[src/rtl/led_pkg.sv]
// Shared encodings and the triangular level function for the LED breathing array.
package led_pkg;

  typedef enum logic [1:0] {
    MODE_ONESHOT = 2'd0,
    MODE_LOOP    = 2'd1,
    MODE_CHASE   = 2'd2
  } mode_e;

  typedef enum logic {
    ST_IDLE = 1'b0,
    ST_RUN  = 1'b1
  } state_e;

  // Expects x < 2*pk, so the falling half never goes negative.
  function automatic int unsigned tri_level(input int unsigned x, input int unsigned pk);
    return (x <= pk) ? x : (2 * pk - x);
  endfunction

endpackage

[src/rtl/led_breath_array_if.sv]
// Control/status bundle between the sequencer (master) and the breathing array (slave).
interface led_breath_array_if #(
  parameter int N_CH = 4,
  parameter int DC_W = 4
);
  logic                   start;
  logic                   stop;
  logic [1:0]             mode;
  logic [N_CH-1:0]        pwm_out;
  logic [N_CH*DC_W-1:0]   duty;
  logic                   busy;
  logic                   peak;
  logic                   done;

  modport master (
    output start, stop, mode,
    input  pwm_out, duty, busy, peak, done
  );

  modport slave (
    input  start, stop, mode,
    output pwm_out, duty, busy, peak, done
  );
endinterface

[src/rtl/led_pwm_chan.sv]
// One PWM channel: registered unsigned compare of the shared frame counter against the duty.
module led_pwm_chan #(
  parameter int CNT_W = 4,
  parameter int DC_W  = 4
) (
  input  logic             clk,
  input  logic             rst_n,
  input  logic [CNT_W-1:0] pwm_cnt_i,
  input  logic [DC_W-1:0]  duty_i,
  output logic             pwm_o
);
  logic pwm_q;

  always_ff @(posedge clk) begin
    if (!rst_n) pwm_q <= 1'b0;
    else        pwm_q <= (32'(pwm_cnt_i) < 32'(duty_i));
  end

  assign pwm_o = pwm_q;
endmodule

[src/rtl/led_breath_array.sv]
// Multi-channel breathing controller: shared step/phase timer, per-channel triangular duty
// and PWM, with one-shot, loop and chase modes plus a stop request honoured at the wrap.
module led_breath_array
  import led_pkg::*;
#(
  parameter int N_CH       = 4,
  parameter int DC_W       = 4,
  parameter int PEAK       = 10,
  parameter int PWM_PERIOD = 10,
  parameter int STEP_TICKS = 20,
  parameter int CH_OFFSET  = 2
) (
  input  logic              clk,
  input  logic              rst_n,
  led_breath_array_if.slave bus
);
  localparam int STEP_W = (STEP_TICKS > 1) ? $clog2(STEP_TICKS) : 1;
  localparam int PH_W   = $clog2(2 * PEAK);
  localparam int CNT_W  = $clog2(PWM_PERIOD + 1);

  localparam logic [STEP_W-1:0] STEP_LAST = STEP_W'(STEP_TICKS - 1);
  localparam logic [PH_W-1:0]   PH_LAST   = PH_W'(2 * PEAK - 1);
  localparam logic [PH_W-1:0]   PH_PEAK   = PH_W'(PEAK);
  localparam logic [CNT_W-1:0]  CNT_LAST  = CNT_W'(PWM_PERIOD - 1);

  state_e               state_q, state_d;
  mode_e                mode_q, mode_d;
  logic [STEP_W-1:0]    step_q, step_d;
  logic [PH_W-1:0]      phase_q, phase_d;
  logic [CNT_W-1:0]     cnt_q, cnt_d;
  logic                 stop_pend_q, stop_pend_d;
  logic [N_CH*DC_W-1:0] duty_q, duty_d;
  logic                 peak_q, peak_d;
  logic                 done_q, done_d;
  logic [N_CH-1:0]      pwm_w;
  logic                 step_tick, wrap, finish;

  always_comb begin
    state_d     = state_q;
    mode_d      = mode_q;
    step_d      = step_q;
    phase_d     = phase_q;
    cnt_d       = cnt_q;
    stop_pend_d = stop_pend_q;
    done_d      = 1'b0;

    step_tick = (state_q == ST_RUN) && (step_q == STEP_LAST);
    wrap      = step_tick && (phase_q == PH_LAST);
    // A stop on the wrap cycle itself still ends the run at that wrap.
    finish    = wrap && ((mode_q == MODE_ONESHOT) || stop_pend_q || bus.stop);

    case (state_q)
      ST_IDLE: begin
        if (bus.start) begin
          state_d     = ST_RUN;
          mode_d      = (bus.mode == MODE_LOOP)  ? MODE_LOOP  :
                        (bus.mode == MODE_CHASE) ? MODE_CHASE : MODE_ONESHOT;
          step_d      = '0;
          phase_d     = '0;
          cnt_d       = '0;
          stop_pend_d = 1'b0;
        end
      end
      ST_RUN: begin
        if (bus.stop) stop_pend_d = 1'b1;
        step_d = step_tick ? '0 : step_q + STEP_W'(1);
        cnt_d  = (cnt_q == CNT_LAST) ? '0 : cnt_q + CNT_W'(1);
        if (step_tick) phase_d = wrap ? '0 : phase_q + PH_W'(1);
        if (finish) begin
          state_d     = ST_IDLE;
          step_d      = '0;
          phase_d     = '0;
          cnt_d       = '0;
          stop_pend_d = 1'b0;
          done_d      = 1'b1;
        end
      end
      default: state_d = ST_IDLE;
    endcase

    peak_d = (state_d == ST_RUN) && (phase_d == PH_PEAK) && (step_d == '0);
  end

  // Duty and PWM compare both use next-state values so they line up with phase and pwm_cnt.
  for (genvar gi = 0; gi < N_CH; gi++) begin : g_ch
    localparam int unsigned OFS = (gi * CH_OFFSET) % (2 * PEAK);
    int unsigned     pos;
    logic [DC_W-1:0] lvl_d;

    assign pos   = (mode_d == MODE_CHASE) ? (32'(phase_d) + OFS) % (2 * PEAK) : 32'(phase_d);
    assign lvl_d = (state_d == ST_RUN) ? DC_W'(tri_level(pos, PEAK)) : '0;
    assign duty_d[gi*DC_W +: DC_W] = lvl_d;

    led_pwm_chan #(
      .CNT_W (CNT_W),
      .DC_W  (DC_W)
    ) u_chan (
      .clk       (clk),
      .rst_n     (rst_n),
      .pwm_cnt_i (cnt_d),
      .duty_i    (lvl_d),
      .pwm_o     (pwm_w[gi])
    );
  end

  always_ff @(posedge clk) begin
    if (!rst_n) begin
      state_q     <= ST_IDLE;
      mode_q      <= MODE_ONESHOT;
      step_q      <= '0;
      phase_q     <= '0;
      cnt_q       <= '0;
      stop_pend_q <= 1'b0;
      duty_q      <= '0;
      peak_q      <= 1'b0;
      done_q      <= 1'b0;
    end else begin
      state_q     <= state_d;
      mode_q      <= mode_d;
      step_q      <= step_d;
      phase_q     <= phase_d;
      cnt_q       <= cnt_d;
      stop_pend_q <= stop_pend_d;
      duty_q      <= duty_d;
      peak_q      <= peak_d;
      done_q      <= done_d;
    end
  end

  assign bus.busy    = (state_q == ST_RUN);
  assign bus.duty    = duty_q;
  assign bus.peak    = peak_q;
  assign bus.done    = done_q;
  assign bus.pwm_out = pwm_w;
endmodule

[src/flat_wrapper.sv]
// flat-port wrapper written by rule: the top's interface ports become plain ports
module led_breath_array_flat import led_pkg::*;
#(
  parameter int N_CH       = 4,
  parameter int DC_W       = 4,
  parameter int PEAK       = 10,
  parameter int PWM_PERIOD = 10,
  parameter int STEP_TICKS = 20,
  parameter int CH_OFFSET  = 2
)
  (clk, rst_n, bus_start, bus_stop, bus_mode, bus_pwm_out, bus_duty, bus_busy, bus_peak, bus_done);
  led_breath_array_if #(.N_CH(N_CH), .DC_W(DC_W)) bus_i ();
  input  logic clk;
  input  logic rst_n;
  input wire logic [$bits(bus_i.start)-1:0] bus_start;
  input wire logic [$bits(bus_i.stop)-1:0] bus_stop;
  input wire logic [$bits(bus_i.mode)-1:0] bus_mode;
  output wire logic [$bits(bus_i.pwm_out)-1:0] bus_pwm_out;
  output wire logic [$bits(bus_i.duty)-1:0] bus_duty;
  output wire logic [$bits(bus_i.busy)-1:0] bus_busy;
  output wire logic [$bits(bus_i.peak)-1:0] bus_peak;
  output wire logic [$bits(bus_i.done)-1:0] bus_done;
  assign bus_i.start = bus_start;
  assign bus_i.stop = bus_stop;
  assign bus_i.mode = bus_mode;
  assign bus_pwm_out = bus_i.pwm_out;
  assign bus_duty = bus_i.duty;
  assign bus_busy = bus_i.busy;
  assign bus_peak = bus_i.peak;
  assign bus_done = bus_i.done;
  led_breath_array #(.N_CH(N_CH), .DC_W(DC_W), .PEAK(PEAK), .PWM_PERIOD(PWM_PERIOD), .STEP_TICKS(STEP_TICKS), .CH_OFFSET(CH_OFFSET)) u_core (.clk(clk), .rst_n(rst_n), .bus(bus_i));
endmodule
[config.mk]
export PLATFORM = sky130hd
export DESIGN_NAME = led_breath_array_flat
export DESIGN_NICKNAME = d
export VERILOG_FILES = /design/src/rtl/led_pkg.sv /design/src/rtl/led_breath_array_if.sv /design/src/rtl/led_pwm_chan.sv /design/src/rtl/led_breath_array.sv /design/src/flat_wrapper.sv
export SDC_FILE = /design/constraint.sdc
export NUM_CORES = 1
export LEC_CHECK = 0
export CAP_MARGIN = 20
export CORE_MARGIN = 5
export CORE_UTILIZATION = 59
export DETAILED_ROUTE_END_ITERATION = 8
export MAX_ROUTING_LAYER = met4
export PLACE_DENSITY = 0.77
export SYNTH_ARGS = -nofsm -noshare
export SYNTH_HDL_FRONTEND = slang
export SYNTH_SLANG_ARGS = --single-unit
[constraint.sdc]
create_clock -name clk -period 6.18 [get_ports clk]
set_input_delay 0.927 -clock clk [delete_from_list [all_inputs] [get_ports clk]]
set_output_delay 0.927 -clock clk [all_outputs]
set_load 0.01 [all_outputs]
Yosys cells after proc, flatten, opt, wreduce, memory -nomap -nowiden

Cells that the tools add are included.
Widths: inputs -> output; s select.

Register bits: 40

Add/subtract/negate cells: 10
Divide/modulo/power cells: 4
Order comparisons: 8
Equal/unequal tests: 9
Mux-type cells: 37
Bitwise logic cells: 1
Reductions and logical operators: 11

Operators with widths:

| operator              | count |
|---|---|
| $le 32x4->1 const B   | 4 |
| $mux 32               | 4 |
| $mod 32x5->32 const B | 3 |
| $mux 4                | 11 |
| $mux 5                | 7 |
| $mod 5x5->32 const B  | 1 |
| $pmux 5 s2            | 2 |
| $lt 4x4->1            | 4 |
| $sub 3x4->4 const A   | 4 |
| $add 5x3->6 const B   | 2 |
| $add 5x1->5 const B   | 2 |
| $eq 5x5->1 const B    | 2 |
| $mux 2                | 4 |
| $pmux 4 s2            | 1 |
| $add 5x2->6 const B   | 1 |
| $mux 1                | 6 |
| $eq 5x4->1 const B    | 1 |
| $logic_and 1x1->1     | 5 |
| $logic_not 5->1       | 1 |
| $add 4x1->4 const B   | 1 |
| $eq 2x2->1 const B    | 2 |
| $eq 4x4->1 const B    | 1 |
| $pmux 1 s2            | 2 |
| $reduce_and 2->1      | 2 |
| other kinds (6)       | 7 |

Longest topological paths before layout

Depth after elaboration: 14
Depth in mapped cells: 26
Mapped depth without buffers: 24

Hierarchy

From an unflattened synthesis, not the netlist that was laid out.

Cell total of the unflattened synthesis: 509
Area, all modules: 3,913.8 um^2

By module, submodules not included:

| module           | instances | cells an instance | area an instance (um^2) |
|---|---|---|---|
| led_breath_array | 1         | 453               | 3,483.3 |
| led_pwm_chan     | 4         | 14                | 107.6 |

Least setup slack after synthesis

Ideal clock, no wire load.

Path kind: register to register
Start: register u_core.step_q[0]
End: register u_core.g_ch[3].u_chan.pwm_q
Setup time: 0.086 ns
Arrival time: 5.559 ns
Path slack: 0.535 ns
Stages on the path, launching flop included: 24
Clock period less this slack: 5.645 ns
Cells stage by stage: dfxtp_1 ha_1 nand4b_2 buf_6 or4b_1 nand2_1 inv_1 ha_1 clkbuf_1 xnor2_1 o21ai_0 ha_1 nor2b_1 and2_1 a21o_1 a2111oi_2 a311o_1 a21oi_1 mux2_2 or3_1 ha_1 a21o_1 a21o_1 a211oi_1

Word-level cells in the longest chain between the ends: 14
Elaborated cells between the ends (all ways): 20
Classes of those cells: add/sub (2); div (1); order compare (2); eq/ne (1); mux (11); reduce/logical (3)

Ends and longest elaborated chain:

| item                                              | RTL line                | source |
|---|---|---|
| from (decl)                                       | led_breath_array.sv:28  | `logic [STEP_W-1:0] step_q, step_d;` |
| from (signal assigned)                            | led_breath_array.sv:120 | `step_q <= step_d;` |
| $eq 5x5->1 (*)                                    | led_breath_array.sv:47  | `step_tick = (state_q == ST_RUN) && (step_q == STEP_LAST);` |
| $logic_and 1x1->1 (*)                             | led_breath_array.sv:47  |  |
| $logic_and 1x1->1                                 | led_breath_array.sv:48  | `wrap = step_tick && (phase_q == PH_LAST);` |
| $mux 5 (2 in a row)                               | led_breath_array.sv:68  | `if (step_tick) phase_d = wrap ? '0 : phase_q + PH_W'(1);` |
| $mux 5                                            | led_breath_array.sv:69  | `if (finish) begin` |
| $pmux 5 s2                                        | led_breath_array.sv:52  | `case (state_q)` |
| $add 5x3->6                                       | led_breath_array.sv:90  | `assign pos = (mode_d == MODE_CHASE) ? (32'(phase_d) + OFS) % (2 * PEAK) : 32'(phase_d);` |
| $mod 32x5->32                                     | led_breath_array.sv:90  |  |
| $mux 32                                           | led_breath_array.sv:90  |  |
| $le 32x4->1 / $sub 3x4->4 (equally long branches) | led_pkg.sv:17           | `return (x <= pk) ? x : (2 * pk - x);` |
| $mux 4                                            | led_pkg.sv:17           |  |
| $mux 4                                            | led_breath_array.sv:91  | `assign lvl_d = (state_d == ST_RUN) ? DC_W'(tri_level(pos, PEAK)) : '0;` |
| $lt 4x4->1 (*)                                    | led_pwm_chan.sv:16      | `else pwm_q <= (32'(pwm_cnt_i) < 32'(duty_i));` |
| to (signal assigned)                              | led_pwm_chan.sv:16      |  |
| to (decl)                                         | led_pwm_chan.sv:12      | `logic pwm_q;` |

Mark *: on every way between the ends. The rest lies on a longest branch, timed or not.
A chain may end at the register's enable or synchronous reset.

Final worst setup path

Start: input bus_start
End: register u_core.g_ch[3].u_chan.pwm_q

Word-level cells in the longest chain between the ends: 9
Elaborated cells between the ends (all ways): 17
Classes of those cells: add/sub (2); div (1); order compare (2); eq/ne (1); mux (11)

Ends and longest elaborated chain:

| item                                              | RTL line               | source |
|---|---|---|
| from (decl)                                       | flat_wrapper.sv:15     | `input wire logic [$bits(bus_i.start)-1:0] bus_start;` |
| $mux 5                                            | led_breath_array.sv:54 | `if (bus.start) begin` |
| $pmux 5 s2                                        | led_breath_array.sv:52 |  |
| $add 5x3->6                                       | led_breath_array.sv:90 |  |
| $mod 32x5->32                                     | led_breath_array.sv:90 |  |
| $mux 32                                           | led_breath_array.sv:90 |  |
| $le 32x4->1 / $sub 3x4->4 (equally long branches) | led_pkg.sv:17          |  |
| $mux 4                                            | led_pkg.sv:17          |  |
| $mux 4                                            | led_breath_array.sv:91 |  |
| $lt 4x4->1 (*)                                    | led_pwm_chan.sv:16     |  |

Marked as above.

==> key figures <==
Status
  – Status: complete, no violations

Floorplanning
  – Initial core utilization: 0.600
  – Boundary Pins: 29
  – Core ar.: 0.00589 mm²
  – Die area: 0.00764 mm²
  – Die Width: 87.4 µm
  – Row count: 28
  – Chip height: 87.4 µm

CTS
  – CTS clock-pin slew for the worst setup and hold paths: 0.08 ns
  – CTS buffer count: 5
  – Clock Tree Buf Depth: 2
  – Insertion delay to the later sink of the worst-skew pair: 0.29 ns
  – Clock sinks: 37
  – CTS tree: done
  – CTS hold repair buffers: 0
  – CTS H-tree depth: 2
  – Root Driver: clkbuf_8

Critical path
  – R2R setup slack: 0.44 ns
  – Startpoint Class: primary input
  – R2R depth: 22
  – Crit path required time: 6.37 ns
  – CP max FO: 5
  – Reg-to-reg startpoint: u_core.step_q[0]
  – CP endpoint kind: flop
  – CP arrival: 5.96 ns
  – Setup CP Type: in -> reg
  – Worst R2R End: u_core.g_ch[3].u_chan.pwm_o

Layout
  – Fin nets: 528
  – Diodes inserted: 0
  – Share of cells above drive strength 1: 0.109
  – Syn-to-layout area delta: 14.9%

STA
  – Final setup fails: 0
  – Max Freq: 173 MHz
  – Max transition margin: 0.480
  – Post-route minimum period: 5.77 ns
  – Slew @ Worst Pin: 0.772 ns
  – Slew Viols, Final: 0
  – Setup skew after layout: 0.0125 ns
  – RSZ-0062 raised after global routing: false
  – Setup slack after layout: 0.409 ns
  – Setup TNS: 0 ns
  – Final Hold Vio Count: 0
  – Post-route clock period utilization: 0.934

Global routing
  – GRT Total Usage: 0.254
  – Initial antenna violation count: 0
  – Gr ovfl total: 0
  – First-pass GRT wire length: 15300 µm
  – Largest net degree at the start of global routing: 20
  – Vias in the first global route: 3345

Synthesis
  – Post-synth EDFFs: 0
  – Dominant synthesized flop cell: dfxtp_1
  – Library cells used by synthesis: 71
  – Cell taking the most area after synthesis: dfxtp_1
  – Top-count cell post-synth: nor2_1
  – Mean Syn Cell Area: 7.85 µm²
  – Sequential fraction of the synthesis area: 0.210
  – Most instantiated cells after synthesis: 39 x nor2_1, 38 x ha_1, 37 x dfxtp_1
  – Mapped Area: 0.00353 mm²
  – Async SR Flop Fraction: 0
  – Area contributors post-synth: dfxtp_1 21%, ha_1 13%, nor2_1 4.1%
  – Mapped Nets: 494
  – #FFs+latches synth: 37
  – YS warnings: 0
  – Area fraction of the dominant cell type after synthesis: 0.210
  – Post-Synthesis Cells: 450

Pwr
  – Total power: 0.496 mW
  – Pwr/cell area: 122 mW/mm²
  – Pleak: 1.61 nW
  – Worst VDD drop: 0.000106 V

Detailed routing
  – Count of TritonRoute iterations in the first routing pass: 5
  – Initial DRC count: 250
  – Final ANT Viol Nets: 0
  – Post-DR wirelength/cell: 16.5 µm
  – DR vias: 3535
  – Post-Route WL: 9240 µm
  – Number of vias per cell: 6.31
  – Drc violations: 0

Place
  – Post-DP HPWL: 7020 µm
  – Number of port buffers: 28
  – Gp weighted congestion: 0.957
  – Dpl ws: 0.117 ns

Worst hold path
  – Hold crit path type: reg -> reg
  – Hold endpoint: u_core.stop_pend_q
  – Hold Path Depth: 2
  – Worst hold path startpoint: u_core.stop_pend_q

Job
  – Maxcap violations: 0
-- worst max-delay path by stage --
stage,startpoint,endpoint,depth (start not counted)
final,bus_start,u_core.g_ch[3].u_chan.pwm_o,22
after global placement,bus_start,u_core.g_ch[3].u_chan.pwm_o,21
after global routing,u_core.step_q[0],u_core.g_ch[2].u_chan.pwm_o,24
after detailed placement,bus_start,u_core.g_ch[3].u_chan.pwm_o,22
after CTS,u_core.step_q[0],u_core.g_ch[3].u_chan.pwm_o,22
after floorplan,u_core.step_q[0],u_core.g_ch[3].u_chan.pwm_o,23
-- routing by layer --
metal,vias to the layer above,global-route usage,wire length (µm)
li1,1739,-,-
met1,1654,0.319,4210
met2,122,0.415,4340
met3,20,0.0369,521
met4,0,0.0865,168
met5,-,-,0
-- layout make-up --
type | instances | area [µm²]
multi-input combinational | 365 | 2570
fill | 471 | 1830
sequential | 37 | 741
timing repair buffer | 54 | 475
tap | 75 | 93.8
clock buffer | 6 | 82.6
inverter | 21 | 78.8
clock inverter | 2 | 13.8
-- cells in the final DEF, fill, tap and decap left out, types with 11 or more instances in the layout --
cell / netlist / layout
buf_4: 8 / 26
o211ai_1: 12 / 12
ha_1: 38 / 37
clkdlybuf4s50_1: 0 / 28
nand2_1: 35 / 35
o21ai_0: 21 / 21
a21oi_1: 25 / 25
nor3_1: 12 / 12
and2_1: 16 / 16
xnor2_1: 12 / 12
inv_1: 17 / 17
nor2_1: 39 / 39
a21o_1: 11 / 11
dfxtp_1: 37 / 37
-- per-stage QoR --
stage	instance area, µm²	hold slack (ns)	utilization	instances
floorplan	3530	0.450	-	450
global placement	3940	0.459	0.669	550
detailed placement	3940	0.481	0.669	550
CTS	4030	0.490	0.685	558
global route	4060	0.536	0.690	560
finish	4060	0.486	0.690	560
-- what timing repair did --
item | 4_1_cts | 5_1_grt
endpoints found under the setup margin | 0 | 2
buffers inserted | 0 | 2
resized for setup | 0 | 2
-- worst max-delay path, stage by stage --
cell and delay (ns):
clkdlybuf4s50_1 0.54, nand2b_1 0.15, o211ai_1 0.15, and2_1 0.23
ha_1 0.26, a21boi_1 0.25, nor2_1 0.10, xnor2_1 0.19
o21ai_0 0.12, ha_1 0.29, nor2b_1 0.05, and2_1 0.17
a21o_1 0.18, a2111oi_2 0.47, a311o_1 0.31, a21oi_1 0.09
mux2_2 0.29, or3_1 0.36, ha_1 0.30, a21o_1 0.16
a21o_1 0.18, a211oi_1 0.22
-- power breakdown --
part	switching [mW]	internal (mW)
Combinational	0.0390	0.0306
Sequential	0.00371	0.244
Clock	0.0879	0.0904
Total	0.131	0.365
-- logic make-up (layout without fill, tap and decap cells) --
group,Yosys count,count (layout),share of synthesized area
xor gates and xnor gates,14,14,0.0347
muxes,6,6,0.0177
buffers and inverters,48,83,0.0648
and+or+nand+nor,162,162,0.247
DFF,37,37,0.210
AOI/OAI and AO/OA,145,145,0.291
adders and majority gates,38,38,0.135
-- state kept, by name (all words and copies together) (netlist names) --
signal	count
u_core.phase_q	5
u_core.bus.busy	1
u_core.step_q	5
u_core.bus.done	1
u_core.mode_q	2
u_core.g_ch.u_chan.pwm_o	4
u_core.bus.duty	13
u_core.stop_pend_q	1
u_core.bus.peak	1
u_core.cnt_q	4
No activity file was read; power rests on OpenSTA's default activity.
